File: src/rtl/types_static_pkg.sv
// Shared types and increment helper for the types_static counter slice.
// Define TYPES_STATIC_SAT_EN to make every counter saturate at CNT_MAX instead of wrapping.
package types_static_pkg;

    typedef int cnt_t;

    localparam cnt_t CNT_MAX = 32'sh7FFF_FFFF;

    function automatic cnt_t cnt_inc(cnt_t v);
`ifdef TYPES_STATIC_SAT_EN
        return (v == CNT_MAX) ? v : v + 32'sd1;
`else
        // 32-bit two's complement: CNT_MAX + 1 wraps to the most negative value
        return v + 32'sd1;
`endif
    endfunction

endpackage

File: src/rtl/types_static_cnt.sv
// Single event counter with synchronous active-high reset to INIT.
// Wrap or saturate behaviour comes from cnt_inc (TYPES_STATIC_SAT_EN).
module types_static_cnt
    import types_static_pkg::*;
#(
    parameter cnt_t INIT = 32'sd0
) (
    input  logic clk,
    input  logic rst,
    input  logic inc,
    output cnt_t q
);

    cnt_t q_q, q_d;

    always_comb begin
        q_d = q_q;
        if (inc) begin
            q_d = cnt_inc(q_q);
        end
    end

    always_ff @(posedge clk) begin
        if (rst) begin
            q_q <= INIT;
        end else begin
            q_q <= q_d;
        end
    end

    assign q = q_q;

endmodule

File: src/rtl/types_static.sv
// Two-slot event counter with a shared total; k shows the addressed slot after this edge.
// Overflow is wrap-around unless TYPES_STATIC_SAT_EN is defined (saturate at CNT_MAX).
module types_static
    import types_static_pkg::*;
#(
    parameter cnt_t I_INIT = 32'sd7,
    parameter cnt_t K_INIT = 32'sd5
) (
    input  logic clk,
    input  logic rst,
    input  logic addr,
    input  logic data,
    output cnt_t i,
    output cnt_t k
);

    cnt_t slot0_q, slot1_q, total_q;
    cnt_t sel_q, sel_d;
    cnt_t k_q;

    types_static_cnt #(
        .INIT (K_INIT)
    ) u_slot0 (
        .clk (clk),
        .rst (rst),
        .inc (data && !addr),
        .q   (slot0_q)
    );

    types_static_cnt #(
        .INIT (K_INIT)
    ) u_slot1 (
        .clk (clk),
        .rst (rst),
        .inc (data && addr),
        .q   (slot1_q)
    );

    types_static_cnt #(
        .INIT (I_INIT)
    ) u_total (
        .clk (clk),
        .rst (rst),
        .inc (data),
        .q   (total_q)
    );

    // Mirror the addressed slot's next value so k includes this edge's increment
    always_comb begin
        sel_q = addr ? slot1_q : slot0_q;
        sel_d = sel_q;
        if (data) begin
            sel_d = cnt_inc(sel_q);
        end
    end

    always_ff @(posedge clk) begin
        if (rst) begin
            k_q <= K_INIT;
        end else begin
            k_q <= sel_d;
        end
    end

    assign i = total_q;
    assign k = k_q;

endmodule

File: config.mk
export PLATFORM = sky130hd
export DESIGN_NAME = types_static
export DESIGN_NICKNAME = d
export VERILOG_FILES = /design/src/rtl/types_static_pkg.sv /design/src/rtl/types_static_cnt.sv /design/src/rtl/types_static.sv
export SDC_FILE = /design/constraint.sdc
export NUM_CORES = 1
export LEC_CHECK = 0
export BUFFER_PORTS_ARGS = -buffer_cell sky130_fd_sc_hd__buf_2
export CAP_MARGIN = 40
export CORE_MARGIN = 2
export CORE_UTILIZATION = 59
export DETAILED_ROUTE_END_ITERATION = 10
export GPL_TIMING_DRIVEN = 0
export PLACE_DENSITY = 0.77
export SLEW_MARGIN = 40
export SYNTH_ARGS = -nofsm -noshare
export SYNTH_HDL_FRONTEND = slang
export SYNTH_SLANG_ARGS = --single-unit
File: constraint.sdc
create_clock -name clk -period 4.13 [get_ports clk]
set_clock_uncertainty 0.05 [all_clocks]
set_input_delay 0.826 -clock clk [delete_from_list [all_inputs] [get_ports clk]]
set_output_delay 0.826 -clock clk [all_outputs]
set_load 0.1 [all_outputs]
### After elaboration in Yosys (flattened, before gate mapping)

Cells that the tools add are included.

* output and inout bits: 64
* ROM bits: 0
* input port bits: 4
* logic and storage cells: 13
* flip-flop bits (word level): 128
* memories kept: 0
* bits in latches: 0
* RAM bits: 0

* multiply operators: 0
* reduce and logical (&&, ||, !) cells: 3
* bitwise operators: 0
* eq/ne operators: 0
* order comparisons: 0
* add/sub/neg operators: 4
* mux-type cells: 2
* divide/modulo/power cells: 0
* shift-type cells: 0

Operators with widths (count)
* $add A32 B2 Y32 const B: 4
* $mux W32: 2
* $logic_and A1 B1 Y1: 2
* $logic_not A1 Y1: 1

### Logic depth before layout (Yosys ltp)

* depth in word-level cells: 3
* gate-level depth with buffers: 12
* gate-level depth less buffers: 7

### Modules after synthesis

From an unflattened synthesis, not the netlist that was laid out.

* cell total of the unflattened synthesis: 797
* area total of the unflattened synthesis: 6836.6 um^2

Modules (own cells, without submodules)
* types_static_cnt: area an instance 1535.2 um^2, cells each 176, times used 3
* types_static: area an instance 2230.9 um^2, cells each 269, times used 1

### Worst setup path after synthesis

No wires, ideal clock.

* kind: input -> register
* from: in addr
* to: reg k_q, in the netlist k[30]
* setup slack: 0.935 ns
* library setup time: 0.130 ns
* required time: 3.950 ns
* stages: 12
* arrival: 3.015 ns
* path buffers: 5
* path through: buf_2 buf_2 buf_2 buf_2 mux2_2 ha_1 nand2_1 a21oi_1 and4_1 buf_2 nand4_1 nor3b_2

* cells in the longest elaborated chain, start to end: 3

Ends and longest elaborated chain
* start, declared: RTL line types_static.sv:11 `input logic addr,`
* $mux W32 *: RTL line types_static.sv:50 `sel_q = addr ? slot1_q : slot0_q;`
* $add A32 B2 Y32: RTL line types_static_pkg.sv:14 `return v + 32'sd1;`
* $mux W32 *: RTL line types_static.sv:52 `if (data) begin`
* end signal, assigned: RTL line types_static.sv:61 `k_q <= sel_d;`
* end, declared: RTL line types_static.sv:19 `cnt_t k_q;`

Every way passes the cells marked *; elsewhere a longest branch is shown, timed or not.
A chain may end at the register's enable or synchronous reset.

### Worst setup path in the final report

* from: in addr
* to: reg k_q, in the netlist k[24]

The elaborated chain is that of the path after synthesis.

==> results.sh <==
export IMPL_hold_class="flop to flop"
export IMPL_cts_buffer_depth=2
export IMPL_synthFlopType="dfxtp_1"
export IMPL_ir_drop_v=0.000318
export IMPL_gp_congestion=0.893
export IMPL_initial_core_util_pct=60.7
export IMPL_worstMarginPinSlew_ns=0.852
export IMPL_clock_sinks=128
export IMPL_dp_cells=985
export IMPL_drv_slew=0
export IMPL_cp_arrival_ns=4.36
export IMPL_fin_nets=873
export IMPL_critical_path_peak_fanout=10
export IMPL_leakage_nw=2.89
export IMPL_tns_ns=0
export IMPL_synthesis_nets=787
export IMPL_p_int_mw=2.02
export IMPL_drt_iter0_drc=647
export IMPL_place_hpwl_microns=12900
export IMPL_rsz0062_at_grt="no"
export IMPL_n_fill_cell=900
export IMPL_slew_headroom_pct=43.0
export IMPL_hold_violations=0
export IMPL_grt_pass1_wl_microns=28800
export IMPL_status="completed"
export IMPL_overflow=0
export IMPL_wl_per_cell_microns=17.7
export IMPL_r2r_cells=6
export IMPL_grt_pass1_vias=5631
export IMPL_cts_buffers=17
export IMPL_cts_tree="done"
export IMPL_synth_seq_area_share_pct=39.0
export IMPL_syn_avg_cell_area_sq_um=8.45
export IMPL_yosys_area_top_type="dfxtp_1"
export IMPL_layout_drive_gt1_share_pct=14.7
export IMPL_maxCapViolations=0
export IMPL_diodes=0
export IMPL_r2r_end="u_slot1.q[26]"
export IMPL_p_clk_share_pct=45.9
export IMPL_p_total_mw=2.66
export IMPL_worstSetupPathType="input port to flop"
export IMPL_combPwrFrac_pct=6.8
export IMPL_area_growth_pct=14.8
export IMPL_yosysWarnings=0
export IMPL_swShare_pct=24.1
export IMPL_drc_errors=0
export IMPL_cts_root_buf="clkbuf_8"
export IMPL_grt_use_total_pct=31.7
export IMPL_synthTopCellsByArea="dfxtp_1 (39%), xnor2_1 (6.3%), xor2_1 (6.0%)"
export IMPL_clk_latency_ns=0.53
export IMPL_pin_count=68
export IMPL_critPathRequiredTime_ns=4.52
export IMPL_layoutNonFillerInstCount=1012
export IMPL_syn_inst=779
export IMPL_synth_edf_count=0
export IMPL_timing_final_crit_share_pct=96.2
export IMPL_hold_path_startpoint="u_slot1.q[22]"
export IMPL_end_kind="flop"
export IMPL_die_y_microns=110
export IMPL_core_sq_um=10800
export IMPL_powerDensity_nw_per_um2=353
export IMPL_num_vias=6072
export IMPL_cts_setup_buffers=0
export IMPL_first_pass_iters=5
export IMPL_h_tree_depth=4
export IMPL_critPathLaunch="addr"
export IMPL_cts_resized=0
export IMPL_detail_route_wirelength_microns=17900
export IMPL_die_area_sq_um=12000
export IMPL_power_share_sequential_pct=47.4
export IMPL_synth_top_cell_area_share_pct=39.0
export IMPL_grt_max_degree=17
export IMPL_ant_nets=0
export IMPL_rr_startpoint="u_slot1.q[4]"
export IMPL_ys_seq_elements=128
export IMPL_ys_async_sr_fraction_pct=0
export IMPL_antenna_found_initial=0
export IMPL_synth_cell_type_count=58
export IMPL_worstSetupEndpoint="k[24]"
export IMPL_start_kind="input port"
export IMPL_power_switching_mw=0.643
export IMPL_die_w_microns=110
export IMPL_r2r_slack_ns=1.21
export IMPL_setup_violations=0
export IMPL_fin_crit_ns=3.97
export IMPL_postCtsHoldBufs=0
export IMPL_clkTransAtPathRegs_ns=0.05
export IMPL_viasPerCell=6.00
export IMPL_rows=38
export IMPL_synth_area_sq_um=6580
export IMPL_fmax_ghz=0.252
export IMPL_port_buffers=66
[placed cells by master, fill, tap and decap left out, types with 14 or more instances in the layout]
cell type  netlist  final
and3_1          15     15
clkbuf_16        0     16
or3_1           14     14
nor2_1         102    102
xnor2_1         47     47
buf_2           14     80
mux2i_1         25     25
xor2_1          45     45
inv_1           15     15
nand3_1         54     54
nand2_1         55     55
a21oi_1         27     27
nor3_1          24     24
dfxtp_1        128    128
clkbuf_1        32     38
nand4_1         43     43
o21ai_0         18     18
[power groups by stage]
stage               Sequential, mW  Combinational, mW  Clock, mW
floorplan                     1.34             0.0817          0
global placement              1.29              0.176          0
detailed placement            1.29              0.178          0
CTS                           1.26              0.179       1.24
global route                  1.26              0.190       1.29
finish                        1.26              0.180       1.22
[cell type report]
| type | count | area (sq um) | area share (%) |
|---|---|---|---|
| well taps | 140 | 175 | 2.32 |
| inverters | 15 | 56.3 | 0.746 |
| clock buffers | 24 | 450 | 5.96 |
| flip-flops and latches | 128 | 2560 | 33.9 |
| repair buffers | 67 | 335 | 4.44 |
| clock inverters | 2 | 12.5 | 0.166 |
| multi-input cells | 588 | 3750 | 49.7 |
| plain buffers | 48 | 209 | 2.77 |
[worst max-delay path: stages]
cell	delay, ns
buf_2	0.13
buf_2	0.26
buf_2	0.29
buf_2	0.32
buf_2	0.40
mux2_2	0.24
ha_1	0.14
nand2_1	0.09
a21oi_1	0.67
nand3_2	0.37
o31a_1	0.40
a211oi_2	0.22
[logic make-up after synthesis]
kind of cell	after synthesis	share of synthesized area, %
AOI/OAI and AO/OA	76	7.32
xor gates and xnor gates	92	12.2
adders and majority gates	4	0.761
buffers and inverters	63	4.03
DFF	128	39.0
muxes	33	5.17
and+or+nand+nor	383	31.5
[per-stage QoR]
| step | worst slack [ns] | util [%] | instance area [sq um] | hold WS [ns] |
|---|---|---|---|---|
| 2_1_floorplan | 0.935 | - | 6580 | 0.413 |
| 3_3_place_gp | -0.150 | 65.4 | 7080 | 0.439 |
| 3_5_place_dp | -0.177 | 65.4 | 7080 | 0.448 |
| 4_1_cts | 0.330 | 69.6 | 7550 | 0.456 |
| 5_1_grt | 0.0925 | 69.7 | 7550 | 0.486 |
| 6_report | 0.159 | 69.7 | 7550 | 0.456 |
[metal layers]
metal / share of wire (%) / up-vias / GRT usage [%]
met5: 0 / - / 0
li1: - / 2892 / -
met1: 44 / 2853 / 42.1
met4: 4.0 / 0 / 14.9
met2: 45 / 274 / 48.4
met3: 7.2 / 53 / 7.88
[registers in the layout (all words and copies together), names as in the netlist]
register,count
k,32
u_slot0.q,32
u_slot1.q,32
u_total.q,32
[synth_stat cells (2+ instances only)]
| cell | n |
|---|---|
| o21ai_0 | 18 |
| nor4_2 | 3 |
| mux2_2 | 8 |
| dfxtp_1 | 128 |
| nor3_1 | 24 |
| and3_1 | 15 |
| nand3b_4 | 3 |
| nand3b_1 | 8 |
| a21o_1 | 2 |
| o22ai_1 | 3 |
| nor4b_2 | 2 |
| a22oi_1 | 4 |
| nor2b_1 | 6 |
| o21ai_1 | 2 |
| nand3_1 | 54 |
| mux2i_1 | 25 |
| buf_2 | 14 |
| xnor2_1 | 47 |
| clkbuf_1 | 32 |
| a21oi_1 | 27 |
| o32ai_1 | 2 |
| nor4_1 | 6 |
| nand4_1 | 43 |
| and4_1 | 12 |
| o21bai_1 | 2 |
| a222oi_1 | 2 |
| and2_1 | 6 |
| nand2_1 | 55 |
| nand2b_1 | 10 |
| inv_1 | 15 |
| nor2_1 | 102 |
| o31a_1 | 3 |
| or3_1 | 14 |
| xor2_1 | 45 |
| nor3b_1 | 10 |
| o21a_1 | 2 |
| ha_1 | 4 |
[worst min-delay path by stage]
stage                                to  slack [ns]  cells after the start
after floorplan           u_slot1.q[30]        0.41                      2
after global placement    u_total.q[14]        0.44                      2
after detailed placement  u_slot1.q[22]        0.45                      2
after CTS                 u_slot1.q[22]        0.46                      2
after global routing      u_slot1.q[22]        0.49                      2
final                     u_slot1.q[22]        0.46                      2
(Power assumes the default switching activity.)
